<file path="src/rtl/jam_pkg.sv">
// Shared constants and the controller state type for the job-assignment cost server.
package jam_pkg;

  localparam int N          = 8;
  localparam int COST_W     = 7;
  localparam int MINCOST_W  = 10;
  localparam int COUNT_W    = 4;
  localparam int CHECKSUM_W = 13;

  typedef enum logic [1:0] {
    LOAD  = 2'd0,
    SERVE = 2'd1,
    DONE  = 2'd2
  } state_t;

endpackage

</file>
<file path="src/rtl/jam_cost_table.sv">
// Cost register file: one write port and a registered read port.
// Storage is left unreset because every load rewrites it.
module jam_cost_table
  import jam_pkg::*;
#(
  parameter int DEPTH  = 64,
  parameter int DATA_W = COST_W,
  parameter int ADDR_W = $clog2(DEPTH)
) (
  input  logic              clk,
  input  logic              rst_n,
  input  logic              wr_en,
  input  logic [ADDR_W-1:0] wr_addr,
  input  logic [DATA_W-1:0] wr_data,
  input  logic              rd_en,
  input  logic [ADDR_W-1:0] rd_addr,
  output logic [DATA_W-1:0] rd_data
);

  logic [DATA_W-1:0] mem [DEPTH];

  always_ff @(posedge clk) begin
    if (wr_en) begin
      mem[wr_addr] <= wr_data;
    end
  end

  always_ff @(posedge clk or negedge rst_n) begin
    if (!rst_n) begin
      rd_data <= '0;
    end else if (rd_en) begin
      rd_data <= mem[rd_addr];
    end
  end

endmodule

</file>
<file path="src/rtl/jam_cost_server.sv">
// Loads an N x N cost table, serves registered lookups to a solver and captures its result.
// Optional JAM_CHECKSUM_EN adds a running sum of accepted load words on checksum.
module jam_cost_server
  import jam_pkg::*;
#(
  parameter int N      = jam_pkg::N,
  parameter int COST_W = jam_pkg::COST_W
) (
  input  logic                  CLK,
  input  logic                  RST,
  input  logic                  in_valid,
  input  logic [COST_W-1:0]     in_data,
  output logic                  in_ready,
  output logic                  table_ready,
  input  logic [2:0]            W,
  input  logic [2:0]            J,
  output logic [COST_W-1:0]     Cost,
  input  logic                  Valid,
  input  logic [MINCOST_W-1:0]  MinCost,
  input  logic [COUNT_W-1:0]    MatchCount,
  output logic                  done,
  output logic [MINCOST_W-1:0]  res_cost,
  output logic [COUNT_W-1:0]    res_count,
  input  logic                  restart,
  output logic [CHECKSUM_W-1:0] checksum
);

  localparam int         DEPTH    = N * N;
  localparam logic [5:0] LAST_IDX = 6'(DEPTH - 1);

  state_t     state;
  logic [5:0] idx;
  logic       accept;
  logic       serving;

  // restart has priority over a load word arriving in the same cycle
  assign accept  = (state == LOAD) && in_valid && !restart;
  assign serving = (state == SERVE) || (state == DONE);

  jam_cost_table #(
    .DEPTH  (DEPTH),
    .DATA_W (COST_W),
    .ADDR_W (6)
  ) u_table (
    .clk     (CLK),
    .rst_n   (RST),
    .wr_en   (accept),
    .wr_addr (idx),
    .wr_data (in_data),
    .rd_en   (serving),
    .rd_addr ({W, J}),
    .rd_data (Cost)
  );

  always_ff @(posedge CLK or negedge RST) begin
    if (!RST) begin
      state       <= LOAD;
      idx         <= '0;
      in_ready    <= 1'b1;
      table_ready <= 1'b0;
      done        <= 1'b0;
      res_cost    <= '0;
      res_count   <= '0;
    end else begin
      done <= 1'b0;
      if (restart) begin
        state       <= LOAD;
        idx         <= '0;
        in_ready    <= 1'b1;
        table_ready <= 1'b0;
      end else begin
        case (state)
          LOAD: begin
            if (in_valid) begin
              idx <= idx + 6'd1;
              if (idx == LAST_IDX) begin
                state       <= SERVE;
                in_ready    <= 1'b0;
                table_ready <= 1'b1;
              end
            end
          end
          SERVE: begin
            if (Valid) begin
              res_cost  <= MinCost;
              res_count <= MatchCount;
              done      <= 1'b1;
              state     <= DONE;
            end
          end
          DONE: begin
            state <= DONE;
          end
          default: begin
            state <= LOAD;
          end
        endcase
      end
    end
  end

`ifdef JAM_CHECKSUM_EN
  // Wraps naturally at 2^13; a full table of maximum costs still fits.
  always_ff @(posedge CLK or negedge RST) begin
    if (!RST) begin
      checksum <= '0;
    end else if (restart) begin
      checksum <= '0;
    end else if (accept) begin
      checksum <= checksum + CHECKSUM_W'(in_data);
    end
  end
`else
  assign checksum = '0;
`endif

endmodule

</file>
<file path="config.mk">
export PLATFORM = sky130hd
export DESIGN_NAME = jam_cost_server
export DESIGN_NICKNAME = d
export VERILOG_FILES = /design/src/rtl/jam_pkg.sv /design/src/rtl/jam_cost_table.sv /design/src/rtl/jam_cost_server.sv
export SDC_FILE = /design/constraint.sdc
export NUM_CORES = 1
export LEC_CHECK = 0
export ABC_AREA = 1
export BUFFER_PORTS_ARGS = -buffer_cell sky130_fd_sc_hd__buf_2
export CELL_PAD_IN_SITES_DETAIL_PLACEMENT = 1
export CELL_PAD_IN_SITES_GLOBAL_PLACEMENT = 2
export CORE_ASPECT_RATIO = 2
export CORE_MARGIN = 5
export CORE_UTILIZATION = 28
export DETAILED_ROUTE_END_ITERATION = 6
export PLACE_DENSITY_LB_ADDON = 0.1
export SYNTH_ARGS = -nofsm -noshare
export SYNTH_HDL_FRONTEND = slang
export SYNTH_SLANG_ARGS = --single-unit
</file>
<file path="constraint.sdc">
create_clock -name CLK -period 2 [get_ports CLK]
set_input_delay 0.3 -clock CLK [delete_from_list [all_inputs] [get_ports CLK]]
set_output_delay 0.3 -clock CLK [all_outputs]
set_load 0.01 [all_outputs]
</file>
==> impl_metrics.csv, run 1 <==
group,metric,value,unit
setup_path,crit_buf_inv,5,
worst_hold_path,hold_path_depth,3,
setup_path,crit_start,"state[0]",
yosys,ys_warn_count,0,
pwr,fin_total_pwr,22.9,mW
setup_path,r2r_cells,11,
yosys,yosysTopAreaCellShare,67.9,%
pwr,power.density,952,nW/um^2
final_layout,nets,1937,
setup_path,crit_path_end_kind,"flip-flop",
clock_tree,numCtsBuffers,47,
clock_tree,path_clk_slew,0.06,ns
global_route,grt_pass1_vias,14700,
yosys,yosysMostFrequentCell,"nand2_1",
sta,timing.slew.headroom,54.6,%
clock_tree,cts_tree,"built",
sta,finalCritPeriodShare,95.1,%
setup_path,reg2reg_to,"u_table.mem[48][5]",
global_route,grt_pass1_wl,96500,um
setup_path,rrSetupSlack,0.1,ns
placed_design,dpl.hpwl,44600,um
final_layout,layout-drive-gt1-share,15.9,%
route,drt_iter0_drc,683,
sta,finalSetupViolCount,0,
setup_path,crit_family,"buffers and inverters",
pwr,internal-power,17.1,mW
global_route,grt-busiest-layer,"met2",
yosys,syn_inst,1719,
route,route.detailed.drc,0,
clock_tree,clockRootBuffer,"clkbuf_16",
yosys,synth-edff-count,448,
yosys,ys_seq_area_share,72.0,%
setup_path,cp_slowest_cell,"dfrtp_1",
sta,fmax,526,MHz
status,status,"finished, final reports clean",
placed_design,place.gp.congestion,0.795,
setup_path,crit_path_max_incr_delay,0.39,ns
pwr,p_sw,5.77,mW
pwr,swShare,25.2,%
floorplanning,row_count,138,
floorplanning,coreArea,70400,sq um
route,wl_per_cell,22.9,um
yosys,ys_top_cells_by_count,"nand2_1 (589), edfxtp_1 (448), nand3_1 (414)",
yosys,synth_flop_cell,"edfxtp_1",
route,dr.pass1.iters,5,
global_route,antenna_found_initial,2,
worst_hold_path,min_to,"in_ready",
pwr,ir_drop,0.638,mV
final_layout,fillers,7717,
clock_tree,clock_latency,0.62,ns
global_route,met2_usage,31.0,%
worst_hold_path,hold_class,"in2reg",
sta,maxSlewViolCount,0,
final_layout,multi_input_area,4860,sq um
global_route,grt.overflow.total,0,
pwr,power_frac_clock,38.8,%
route,via_count,13400,
sta,fin_crit,1.90,ns
yosys,ys_async_sr_fraction,6.67,%
floorplanning,ios,69,
yosys,synth.distinct_cells,30,
global_route,met3_usage,2.71,%
global_route,grt_max_degree,78,
sta,hold_ws,0.118,ns
final_layout,regArea,14300,sq um
setup_path,worstReg2RegStart,"state[0]",
global_route,grt_use_met1,20.7,%
flow_run,drv_cap,0,
yosys,syn_area,19800,sq um
clock_tree,clockBufferDepth,3,
clock_tree,cts_htree_levels,2,
sta,hold_viol_final,0,
setup_path,cp-start-kind,"flip-flop",
setup_path,critPathArrivalTime,2.21,ns
yosys,synth_top_area_cell,"edfxtp_1",
clock_tree,post-cts-setup-buffers,0,
clock_tree,clock-sinks,480,
global_route,grt_usage,17.0,%
floorplanning,die_h,386,um
setup_path,critPathKind,"reg2reg",
floorplanning,start_util,28.1,%
placed_design,portBuffers,55,
route,wl,65200,um
yosys,ys_ff_latch,480,
pwr,seqPwrFrac,50.1,%
yosys,synth_area_leaders,"edfxtp_1 (68%), nand2_1 (11%), nand3_1 (10%), dfrtp_1 (3.9%), nor2_1 (1.4%)",
final_layout,areaGrowthSynthToFinish,21.4,%
floorplanning,die-area,76500,sq um
pwr,combPwrFrac,11.1,%
setup_path,worst-path-max-fanout,8,
route,viasPerCell,4.71,
sta,tightest_slew,0.682,ns
sta,clock_skew,0.0162,ns
yosys,post_synth.cell_area_avg,11.5,sq um
setup_path,crit_path_cell_trace,"inv_2 -> ha_4 -> nand2_2 -> nor2_4 -> inv_1 -> nor2_2 -> buf_6 -> nand3_2 -> buf_12 -> nor2_1 -> buf_4",
setup_path,cp_data_required_time,2.31,ns
pwr,power_leakage,8.96,nW
floorplanning,die_width,198,um
route,ant_nets,0,
worst_hold_path,min_from,"restart",
[placed cells by master, fill, tap and decap left out, drive strengths merged, types with 7 or more instances in the layout]
cell / instances
dfrtp: 31
nand3: 416
dlygate4sd3: 16
nand2: 590
o21ai: 7
conb: 13
edfxtp: 448
buf: 217
inv: 25
nor2: 76
clkbuf: 58
clkinv: 19
[power by group through the flow]
stage,clock [mW],sequential (mW),combinational [mW]
after floorplan,0,11.7,1.12
after global placement,0,11.7,2.52
after detailed placement,0,11.7,2.55
after CTS,9.19,11.5,2.60
after global routing,9.59,11.5,2.83
final,8.87,11.5,2.55
[through the flow]
step,TNS (ns),std cells,setup slack (ns),utilization (%),cell area [sq um]
global route,-0.00161,2847,-0.000950,34.1,24000
CTS,0,2847,0.00635,34.1,24000
floorplan,-24.32,1731,-0.121,-,19900
detailed placement,-2.37,2747,-0.114,31.7,22300
global placement,-1.89,2747,-0.121,31.7,22300
finish,0,2848,0.0989,34.1,24000
[routing by layer]
metal	vias up	wire, um
met2	184	34400
met3	83	2190
met1	6805	26900
li1	6340	-
met4	0	1750
met5	-	0
[cells by family (layout without fill, tap and decap cells)]
| family | after synthesis | in the layout | synth area share, % |
|---|---|---|---|
| and+or+nand+nor | 1087 | 1087 | 23.4 |
| DFF | 480 | 480 | 72.0 |
| buffers and inverters | 134 | 340 | 4.02 |
| AOI/OAI and AO/OA | 14 | 14 | 0.423 |
| adders and majority gates | 3 | 3 | 0.189 |
| other | 1 | 14 | 0.0189 |
[cell type report]
class	count	share of cell area (%)
diodes	1	0.0104
clock buffers	58	5.11
clock inverters	26	1.08
inverters	23	0.385
multi-input cells	1117	20.2
flip-flops and latches	480	59.3
well taps	910	4.74
repair buffers	233	9.17
[sequential cells by signal (all words and copies together), names as in the netlist, 2 cells and up]
signal           count
idx                  6
res_cost            10
res_count            4
state                2
u_table.mem        448
u_table.rd_data      7
[worst register-to-register path, cell delays in order (launching register included)]
cell,delay (ns)
dfrtp_1,0.39
inv_2,0.08
ha_4,0.14
nand2_2,0.06
nor2_4,0.08
inv_1,0.07
nor2_2,0.12
buf_6,0.13
nand3_2,0.08
buf_12,0.17
nor2_1,0.10
buf_4,0.19
[worst max-delay path by stage]
stage	endpoint	slack, ns	cells after the start
2_1_floorplan	u_table.mem[10][0]	-0.12	8
3_3_place_gp	u_table.mem[20][2]	-0.12	11
3_5_place_dp	u_table.mem[20][2]	-0.11	11
4_1_cts	u_table.mem[22][2]	0.006	11
5_1_grt	u_table.mem[58][1]	-0.0009	11
6_report	u_table.mem[48][5]	0.1	11
[what timing repair did]
action                     CTS  global route
gates resized for setup      8            14
hold endpoints to repair    46             0
setup endpoints to repair  187           220
hold buffers                16             0
Power figures use the tool's default switching activity.
==> run 2: changes to the inputs <==
Settings changed: MAX_ROUTING_LAYER from default to met4.
==> run 2 against run 1 <==
Via count down 0.35%. First-iteration DRC count up 2.8%. Register-to-register slack about the same. Combinational power about the same. Clock skew down 0.0026 ns. Die area unchanged. Hold slack worse by 0.0013 ns. Sequential power about the same. Wire length about the same. Critical endpoint is now u_table.mem[12][3]. Clock-buffer cell count unchanged.
==> impl_metrics.csv, run 2 (synthesized netlist as in run 1, its figures left out) <==
group,metric,value,unit
clock_tree,cts_tree,"built",
sta,setup_tns,0,ns
sta,timing.slew.headroom,55.2,%
final_layout,stdcell_area,24000,sq um
final_layout,regArea,14300,sq um
flow_run,drv_cap,0,
final_layout,top_register,"u_table.mem",
final_layout,largest_reg_flops,448,
floorplanning,start_util,28.1,%
clock_tree,clockBufferDepth,3,
placed_design,place.gp.congestion,0.807,
setup_path,path_depth,11,
final_layout,multi_input_area,4860,sq um
setup_path,crit_start,"state[0]",
clock_tree,post-cts-setup-buffers,0,
floorplanning,ios,69,
global_route,grt.overflow.total,0,
sta,clock_skew,0.0136,ns
route,via_count,13400,
sta,fmax,527,MHz
route,route.detailed.drc,0,
setup_path,r2r_cells,11,
pwr,combPwrFrac,11.2,%
clock_tree,clock_latency,0.61,ns
setup_path,crit_path_max_incr_delay,0.39,ns
setup_path,crit_end,"u_table.mem[12][3]",
global_route,grt_max_degree,78,
final_layout,nets,1937,
status,status,"finished, final reports clean",
setup_path,cp-start-kind,"flip-flop",
setup_path,worst-path-max-fanout,8,
setup_path,critPathArrivalTime,2.21,ns
final_layout,fillers,7719,
route,ant_nets,0,
pwr,seqPwrFrac,50.1,%
global_route,grt_pass1_wl,96600,um
clock_tree,path_clk_slew,0.06,ns
sta,fin_ws,0.101,ns
pwr,ir_drop,0.638,mV
clock_tree,cts_htree_levels,2,
final_layout,reg_top3,"u_table.mem (448), res_cost (10), u_table.rd_data (7)",
setup_path,reg2reg_to,"u_table.mem[12][3]",
final_layout,finalCoreUtilization,34.1,%
route,wl,65200,um
global_route,antenna_found_initial,2,
setup_path,cp_data_required_time,2.32,ns
sta,rsz0062_at_grt,"false",
final_layout,layout-drive-gt1-share,15.9,%
sta,finalCritPeriodShare,95.0,%
route,wl_per_cell,22.9,um
placed_design,dpl-instance-area,22300,sq um
floorplanning,die-area,76500,sq um
global_route,grt_pass1_vias,14700,
global_route,grt_usage,17.5,%
route,viasPerCell,4.69,
placed_design,portBuffers,55,
pwr,internal-power,17.1,mW
sta,tightest_slew,0.672,ns
setup_path,crit_family,"buffers and inverters",
pwr,power.density,953,nW/um^2
setup_path,worstReg2RegStart,"state[0]",
placed_design,dpl.hpwl,44600,um
setup_path,cp_slowest_cell,"dfrtp_1",
final_layout,layout_commonest_cell,"nand2_1",
pwr,power_leakage,8.96,nW
final_layout,areaGrowthSynthToFinish,21.4,%
setup_path,crit_path_end_kind,"flip-flop",
setup_path,rrSetupSlack,0.10,ns
worst_hold_path,hold_class,"in2reg",
placed_design,pre_cts_slack,-0.114,ns
floorplanning,die_h,386,um
clock_tree,numCtsBuffers,47,
sta,maxSlewViolCount,0,
setup_path,crit_path_cell_trace,"inv_2 -> ha_4 -> nand2_2 -> nor2_4 -> inv_1 -> nor2_2 -> buf_6 -> nand2_1 -> buf_12 -> nor2_1 -> buf_4",
clock_tree,clock-sinks,480,
pwr,p_sw,5.77,mW
pwr,power_frac_clock,38.7,%
floorplanning,die_width,198,um
setup_path,critPathKind,"reg2reg",
floorplanning,coreArea,70400,sq um
route,drt_iter0_drc,702,
pwr,swShare,25.2,%
sta,finalSetupViolCount,0,
final_layout,final_cell_mix,"nand2_1 (587), edfxtp_1 (448), nand3_1 (414)",
setup_path,crit_buf_inv,5,
sta,hold_viol_final,0,
floorplanning,row_count,138,
sta,fin_crit,1.90,ns
route,dr.pass1.iters,5,
clock_tree,clockRootBuffer,"clkbuf_16",
## run 2: power by group through the flow
stage,clock network (mW),logic [mW],registers [mW]
after floorplan,0,1.12,11.7
after CTS,9.19,2.60,11.5
after detailed placement,0,2.55,11.7
after global routing,9.60,2.83,11.5
final,8.87,2.56,11.5
after global placement,0,2.52,11.7
## run 2: final cells by class
type / count / share of cell area [%]
Sequential cell: 480 / 59.3
Multi-Input combinational cell: 1117 / 20.2
Timing Repair Buffer: 233 / 9.17
Clock buffer: 58 / 5.11
Tap cell: 910 / 4.74
Clock inverter: 26 / 1.08
Inverter: 23 / 0.385
Antenna cell: 1 / 0.0104
## run 2: worst reg2reg max path, cell delays in order (launching register included)
cell and delay, ns:
dfrtp_1 0.39, inv_2 0.08, ha_4 0.14, nand2_2 0.06, nor2_4 0.08, inv_1 0.07
nor2_2 0.12, buf_6 0.13, nand2_1 0.08, buf_12 0.17, nor2_1 0.11, buf_4 0.19
## run 2: worst min path at each step
| stage | startpoint | slack, ns | cells after the start | end |
|---|---|---|---|---|
| 2_1_floorplan | RST | 0.004 | 0 | done |
| 3_3_place_gp | RST | 0.38 | 2 | res_count[2] |
| 3_5_place_dp | RST | 0.39 | 2 | res_count[2] |
| 4_1_cts | restart | 0.08 | 3 | in_ready |
| 5_1_grt | restart | 0.13 | 3 | in_ready |
| 6_report | restart | 0.12 | 3 | in_ready |
## run 2: repair_timing
action,4_1_cts,5_1_grt
endpoints found under the hold margin,46,0
gates cloned,0,0
hold buffers,16,0
setup endpoints to repair,187,218
resized for setup,8,14
## run 2: layer usage
layer / up-vias / track usage (%) / part of all wire [%]
met3: 85 / 2.55 / 2.9
met2: 189 / 31.0 / 53
li1: 6337 / - / -
met5: - / - / 0
met4: 0 / 4.79 / 2.7
met1: 6754 / 20.8 / 42
## run 2: stage by stage
stage | hold slack (ns) | power (mW) | std cells
6_report | 0.117 | 22.9 | 2848
5_1_grt | 0.130 | 23.9 | 2848
4_1_cts | 0.0840 | 23.3 | 2847
3_5_place_dp | 0.393 | 14.2 | 2747
3_3_place_gp | 0.383 | 14.2 | 2747
2_1_floorplan | 0.00441 | 12.8 | 1731
